$ cat config.mk
export PLATFORM = sky130hd
export DESIGN_NAME = dl_reg_arb
export DESIGN_NICKNAME = d
export VERILOG_FILES = /design/src/rtl/dl_reg_arb.sv
export SDC_FILE = /design/constraint.sdc
export NUM_CORES = 1
export LEC_CHECK = 0
export BUFFER_PORTS_ARGS = -buffer_cell sky130_fd_sc_hd__buf_4
export CAP_MARGIN = 20
export CORE_MARGIN = 5
export CORE_UTILIZATION = 39
export DETAILED_ROUTE_END_ITERATION = 6
export HOLD_SLACK_MARGIN = 0.12
export MAX_ROUTING_LAYER = met4
export PLACE_DENSITY_LB_ADDON = 0.2
export SLEW_MARGIN = 30
export SYNTH_ARGS = -nofsm -noshare
export SYNTH_HDL_FRONTEND = slang
export SYNTH_SLANG_ARGS = --single-unit
$ cat constraint.sdc
create_clock -name clk -period 1.8 [get_ports clk]
set_clock_uncertainty 0.05 [all_clocks]
set_input_delay 0.36 -clock clk [delete_from_list [all_inputs] [get_ports clk]]
set_output_delay 0.36 -clock clk [all_outputs]
set_load 0.01 [all_outputs]
$ cat src/rtl/dl_reg_arb.sv
// Shared-register write arbiter: NUM_REQ requesters compete to load one NUM_BITS register drained by a valid/ready consumer.
// Define DL_REG_ARB_RR_EN for round-robin arbitration; the default build uses fixed priority (lowest index wins).
module dl_reg_arb #(
  parameter int NUM_REQ  = 4,
  parameter int NUM_BITS = 32
) (
  input  logic                         clk,
  input  logic                         rst_n,
  input  logic [NUM_REQ-1:0]           req,
  input  logic [NUM_REQ*NUM_BITS-1:0]  req_data,
  output logic [NUM_REQ-1:0]           gnt,
  output logic [NUM_BITS-1:0]          q,
  output logic                         q_vld,
  input  logic                         q_rdy
);

  localparam int PTR_W = (NUM_REQ > 1) ? $clog2(NUM_REQ) : 1;
  localparam logic [PTR_W-1:0] PTR_RST = PTR_W'(NUM_REQ - 1);

  logic [NUM_BITS-1:0] data_q, data_d;
  logic                vld_q, vld_d;
  logic [PTR_W-1:0]    ptr_q, ptr_d;

  logic                load;
  logic                found;
  int                  gidx;
  logic [NUM_REQ-1:0]  gnt_onehot;

  // A slot opens when the register is empty or being drained this cycle.
  assign load = (|req) & rst_n & (~vld_q | q_rdy);

`ifdef DL_REG_ARB_RR_EN
  // Search starts one past the last winner and wraps, so every requester gets a turn.
  always_comb begin
    int idx;
    found = 1'b0;
    gidx  = 0;
    idx   = 0;
    for (int off = 1; off <= NUM_REQ; off++) begin
      idx = (int'(ptr_q) + off) % NUM_REQ;
      if (!found && req[idx]) begin
        found = 1'b1;
        gidx  = idx;
      end
    end
  end
`else
  always_comb begin
    found = 1'b0;
    gidx  = 0;
    for (int i = 0; i < NUM_REQ; i++) begin
      if (!found && req[i]) begin
        found = 1'b1;
        gidx  = i;
      end
    end
  end
`endif

  always_comb begin
    gnt_onehot = '0;
    if (load && found) gnt_onehot[gidx] = 1'b1;
  end

  assign gnt = gnt_onehot;

  always_comb begin
    data_d = data_q;
    vld_d  = vld_q;
    ptr_d  = ptr_q;
    if (load) begin
      data_d = req_data[gidx*NUM_BITS +: NUM_BITS];
      vld_d  = 1'b1;
      ptr_d  = PTR_W'(gidx);
    end else if (q_rdy) begin
      vld_d  = 1'b0;
    end
  end

  always_ff @(posedge clk) begin
    if (!rst_n) begin
      data_q <= '0;
      vld_q  <= 1'b0;
      ptr_q  <= PTR_RST;
    end else begin
      data_q <= data_d;
      vld_q  <= vld_d;
      ptr_q  <= ptr_d;
    end
  end

  assign q     = data_q;
  assign q_vld = vld_q;

endmodule

==> results.toml, run 1 <==
[status]
status = "complete, no violations"

[finish]
stdcell_count = 598
drive_gt1_share_pct = 46.8
layout-area-overhead-vs-synth_pct = 55.0
insertedDiodeCount = 0
final_core_utilization_pct = 62.6
final_cell_area_sq_mm = 0.00428
nets = 636

[clock_network]
tritoncts = "yes"
cts_resized = 0
cts_max_level = 2
cts-root-buf = "sky130_fd_sc_hd__clkbuf_8"
cts_buffer_depth = 2
postCtsSetupBuffers = 0
numClockSinks = 33
hold_fix_buffer_count_after_cts = 0
clk_pin_slew_worst_paths_ps = 80
clk_latency_ps = 280
numCtsBuffers = 5

[timing]
final_hold_viol_count = 0
final_setup_viols = 0
rsz_0062_raised_after_global_routing = "false"
slew_headroom_pct = 78.4
timing.final.crit_period_ps = 1640
tns_ps = 0
setup_slack_ps = 161
final_max_slew_viol_count = 0
timing.fmax_mhz = 610
hold-worst-slack_ps = 338
final_cycle_share_pct = 91.1
timing_worst_slew_pin_value_ps = 324

[placed_design]
place_hpwl_um = 7700
gp_routability_congestion = 0.783
post-place-cells = 590
io_buffers = 171
pre_cts_slack_ps = 16.5
placedInstanceArea_sq_mm = 0.00414

[pwr]
post-layout-total-power_mw = 2.65
sequential_cell_fraction_of_total_power_pct = 33.2
share_clk_of_total_power_pct = 31.6
power_switching_share_pct = 28.5
ir_drop_mv = 0.561
fraction_of_power_consumed_by_combinational_cells_pct = 35.2
switching_power_mw = 0.754
power_per_unit_of_standard_cell_area_mw_per_mm2 = 619
power.static_leakage_nw = 1.78
p_int_mw = 1.89

[yosys]
syn_avg_cell_area_sq_um = 7.90
synth.yosys.warnings = 0
yosys_register_bits = 33
synth.cell_area_sq_mm = 0.00276
synth_cells = 349
synth_fp_nets = 484
share_of_the_yosys_chip_area_belonging_to_registers_pct = 24.0
synthDominantAreaCellType = "sky130_fd_sc_hd__dfxtp_1"
synth_cell_type_count = 24
post-synth-top-area-fraction_pct = 24.0
synth.top_cells.by_area = "sky130_fd_sc_hd__dfxtp_1, sky130_fd_sc_hd__a41oi_2, sky130_fd_sc_hd__a21o_1"

[setup_path]
timing.setup.critical_path_class = "flip-flop to primary output"
worstReg2RegStart = "q_vld"
cp-end-kind = "primary output"
cp.required_ps = 1390
crit_arrival_ps = 1230
worstSetupStartpointType = "flip-flop"
reg2reg_slack_ps = 470
crit_fanout = 7
critical_path.reg2reg.endpoint = "q[6]"
register_to_register_path_depth = 4

[routing]
avgRoutedWirePerCell_um = 17.3
post_drt_via_cell_ratio = 5.44
detailedRoute.firstPassIterationCount = 4
detail-route-antenna-nets = 0
route.vias.total = 3256
drc_errors = 0
drt_iter0_markers = 201
wirelength_um = 10400

[hold_path]
min-delay-path-class = "primary input to flip-flop"
start_point_of_the_worst_hold_path = "req_data[41]"
holdPathEnd = "q[9]"
whs_path_depth = 3

[global_route]
largest_net_degree_at_the_start_of_global_routing = 39
grt_first_pass_wirelength_um = 16300
grt_antenna_before_repair = 0
grt_pass1_vias = 3245
grt.overflow.total = 0
track_usage_pct = 23.5

[floorplan]
die_y_um = 94.1
die_x_um = 94.1
starting_density_of_the_core_pct = 40.4
core_region_area_sq_mm = 0.00683
num_rows = 30
design.portCount = 172
die_area_sq_mm = 0.00885

[flow_run]
maxCapViolCount = 0
==> final cells by class <==
class | instances | area [sq um]
Multi-Input combinational cell | 270 | 1890
Clock buffer | 5 | 68.8
Inverter | 1 | 3.75
Tap cell | 96 | 120
Sequential cell | 33 | 661
Fill cell | 618 | 2560
Timing Repair Buffer | 190 | 1460
Clock inverter | 3 | 65.1
==> cell usage in the layout (no fill, tap or decap), drive strengths merged, types with 2 or more instances in the layout <==
cell,instances
buf,190
bufinv,2
a41oi,32
nor2,2
clkbuf,5
a31oi,32
nor3,2
nand3b,32
nand2,64
o21ai,32
a21o,32
and2,32
and3,3
dfxtp,33
==> state kept, by name, summed over array words and instances, names as in the netlist <==
name and flops:
q 32, q_vld 1
==> per-layer routing <==
layer | vias up | global-route usage, % | part of all wire, %
met4 | 0 | 5.42 | 1.2
met3 | 11 | 4.33 | 7.4
met1 | 1513 | 30.0 | 42
li1 | 1580 | - | -
met2 | 152 | 38.6 | 49
met5 | - | - | 0
==> how the worst max path moves through the flow <==
stage / start / end / slack, ps / depth (start not counted)
4_1_cts: q_vld / gnt[3] / 30 / 4
5_1_grt: q_vld / gnt[3] / 40 / 4
3_5_place_dp: req[1] / q[26] / 20 / 5
3_3_place_gp: req[1] / q[29] / 80 / 5
2_1_floorplan: q_rdy / gnt[3] / 30 / 5
6_report: q_vld / gnt[3] / 160 / 4
==> synth_stat cells <==
master                      n
sky130_fd_sc_hd__nand2_1   64
sky130_fd_sc_hd__clkbuf_1  38
sky130_fd_sc_hd__dfxtp_1   33
sky130_fd_sc_hd__a21o_1    32
sky130_fd_sc_hd__a31oi_1   32
sky130_fd_sc_hd__and2_1    32
sky130_fd_sc_hd__nand3b_1  32
sky130_fd_sc_hd__o21ai_0   32
sky130_fd_sc_hd__a41oi_2   30
sky130_fd_sc_hd__buf_6      6
sky130_fd_sc_hd__a41oi_1    2
sky130_fd_sc_hd__and3_1     2
sky130_fd_sc_hd__nor2_1     2
sky130_fd_sc_hd__nor3_1     2
sky130_fd_sc_hd__a21boi_0   1
sky130_fd_sc_hd__and3_4     1
sky130_fd_sc_hd__buf_2      1
sky130_fd_sc_hd__inv_1      1
sky130_fd_sc_hd__nand2b_1   1
sky130_fd_sc_hd__nand3_1    1
sky130_fd_sc_hd__nor2b_1    1
sky130_fd_sc_hd__nor3b_1    1
sky130_fd_sc_hd__or2_2      1
sky130_fd_sc_hd__or4_4      1
==> critical path, stage by stage (launching register included) <==
cell                       delay (ps)
sky130_fd_sc_hd__dfxtp_1          350
sky130_fd_sc_hd__nand2b_2         150
sky130_fd_sc_hd__nand3_1          130
sky130_fd_sc_hd__nor3b_2          180
sky130_fd_sc_hd__buf_4            140
==> cell families (layout without fill, tap and decap cells) <==
group | Yosys count | after routing | synth area share, %
DFF | 33 | 33 | 24.0
AOI/OAI and AO/OA | 129 | 129 | 40.4
and+or+nand+nor | 141 | 141 | 27.7
buffers and inverters | 46 | 199 | 7.94
==> power groups by stage <==
stage                     Sequential, mW  Combinational, mW  Clock, mW
after detailed placement           0.891              0.934          0
after CTS                          0.878              0.937      0.852
after floorplan                    0.924              0.414          0
final                              0.879              0.931      0.837
after global placement             0.891              0.914          0
after global routing               0.890               1.01      0.888
Note: power is estimated with default switching activity, not from simulation.
==> run 2: changes to the inputs <==
Settings changed: CORE_UTILIZATION 39 to 44, MAX_ROUTING_LAYER met4 to unset.
Clock period 1.8 ns to 1.7 ns, I/O delays scaled along.
==> run 2 against run 1 <==
Compared with the run above:
- routed wire length shrank 0.61%
- non-clock buffer count grew 7
- highest routed layer unchanged
- core utilization grew 8.9 points
- largest cell class unchanged
- critical path depth grew 1
==> results.toml, run 2 (same netlist as run 1, synthesis figures left out) <==
[setup_path]
cp.required_ps = 1310
crit_fanout = 46
cp-end-kind = "primary output"
crit_arrival_ps = 1210
critPathSlowestCell = "sky130_fd_sc_hd__buf_4"
crit_family = "buffers and inverters"
worstPathBufferInverterCount = 4
reg2reg_slack_ps = 500
cpMostUsedCell = "sky130_fd_sc_hd__buf_4"
critical_path.cell_chain = "buf_4, buf_4, buf_12, nor3b_2, buf_4"
timing.setup.critical_path_class = "primary input to primary output"
worstReg2RegStart = "q_vld"
critical_path.reg2reg.endpoint = "q[22]"
register_to_register_path_depth = 4
crit_path_max_incr_delay_ps = 200
worstSetupStartpointType = "primary input"

[timing]
rsz_0062_raised_after_global_routing = "false"
final_hold_viol_count = 0
final_max_slew_viol_count = 0
timing_worst_slew_pin_value_ps = 292
slew_headroom_pct = 80.4
timing.fmax_mhz = 626
setup_slack_ps = 103
final_setup_viols = 0
timing.final.crit_period_ps = 1600
tns_ps = 0
final_cycle_share_pct = 94.0

[hold_path]
whs_path_depth = 3
start_point_of_the_worst_hold_path = "req_data[41]"
min-delay-path-class = "primary input to flip-flop"
holdPathEnd = "q[9]"

[clock_network]
clk_pin_slew_worst_paths_ps = 70
numClockSinks = 33
clk_latency_ps = 280
cts_max_level = 2
numCtsBuffers = 5
cts-root-buf = "sky130_fd_sc_hd__clkbuf_8"
cts_buffer_depth = 2
tritoncts = "yes"
hold_fix_buffer_count_after_cts = 0

[floorplan]
design.portCount = 172
core_region_area_sq_mm = 0.00599
starting_density_of_the_core_pct = 46.0
die_area_sq_mm = 0.00795
num_rows = 28
die_y_um = 89.2
die_x_um = 89.2

[routing]
detail-route-antenna-nets = 0
wirelength_um = 10300
route.vias.total = 3285
detailedRoute.firstPassIterationCount = 4
drc_errors = 0
drt_iter0_markers = 138
avgRoutedWirePerCell_um = 17.7
post_drt_via_cell_ratio = 5.63

[global_route]
grt.overflow.total = 0
grt_pass1_vias = 3373
track_usage_pct = 25.4
grt_antenna_before_repair = 0
largest_net_degree_at_the_start_of_global_routing = 47
grt_first_pass_wirelength_um = 15900

[placed_design]
pre_cts_slack_ps = -10.1
gp_routability_congestion = 0.773
place_hpwl_um = 7920
io_buffers = 171

[finish]
nets = 643
max_ffs_per_register = 32
filler_cell_count = 500
insertedDiodeCount = 0
layout-area-overhead-vs-synth_pct = 55.4
final_cell_mix = "sky130_fd_sc_hd__buf_4, sky130_fd_sc_hd__nand2_1, sky130_fd_sc_hd__dfxtp_1"
mostFrequentLayoutCell = "sky130_fd_sc_hd__buf_4"
drive_gt1_share_pct = 47.2

[pwr]
ir_drop_mv = 0.336
power.static_leakage_nw = 1.81
power_per_unit_of_standard_cell_area_mw_per_mm2 = 594

[status]
status = "complete, no violations"

[flow_run]
maxCapViolCount = 0
==> run 2: worst max-delay path by stage <==
stage	end	startpoint	cells past startpoint
6_report	gnt[3]	req[2]	5
5_1_grt	gnt[2]	req[2]	6
4_1_cts	gnt[3]	q_vld	4
3_5_place_dp	q[22]	req[1]	5
3_3_place_gp	q[28]	req[1]	5
2_1_floorplan	q[11]	req[3]	7
==> run 2: power breakdown <==
group / switching, mW / total, mW / leakage, nW / internal, mW
combinational: 0.442 / 1.01 / 1.49 / 0.566
clock: 0.285 / 0.606 / 0.0443 / 0.321
sequential: 0.0553 / 0.930 / 0.278 / 0.874
==> run 2: metrics by stage <==
step                hold slack, ps  power (mW)  utilization (%)  area, sq um  std cells
CTS                            307        2.55             71.4         4280        583
global placement               571        1.92             69.9         4190        576
detailed placement             582        1.95             69.9         4190        576
global route                   300        2.68             71.5         4280        583
floorplan                      475        1.42                -         2780        349
finish                         312        2.54             71.5         4280        583
==> run 2: cell type report <==
class	count	area [sq um]	share of cell area, %
multi-input cells	270	1900	44.3
flip-flops and latches	33	661	15.4
clock buffers	7	86.3	2.02
repair buffers	197	1540	36.0
inverters	1	3.75	0.0876
well taps	75	93.8	2.19
==> run 2: tightest hold or removal path, delay by kind of cell <==
family                 cells  cell delay (ps)
buffers and inverters      1              110
AOI/OAI and AO/OA          1              100
and+or+nand+nor            1               50
==> run 2: timing repair <==
| item | 4_1_cts | 5_1_grt |
|---|---|---|
| endpoints found under the hold margin | 0 | 0 |
| setup endpoints to repair | 0 | 1 |
| setup buffers | 0 | 0 |
| gates resized for setup | 0 | 1 |
==> run 2: metal layers <==
| metal | up-vias | global-route usage (%) | part of all wire, % |
|---|---|---|---|
| met4 | 0 | 9.74 | 2.8 |
| met1 | 1520 | 28.9 | 37 |
| met3 | 25 | 6.08 | 9.2 |
| met5 | - | 0 | 0 |
| met2 | 152 | 45.5 | 51 |
| li1 | 1588 | - | - |
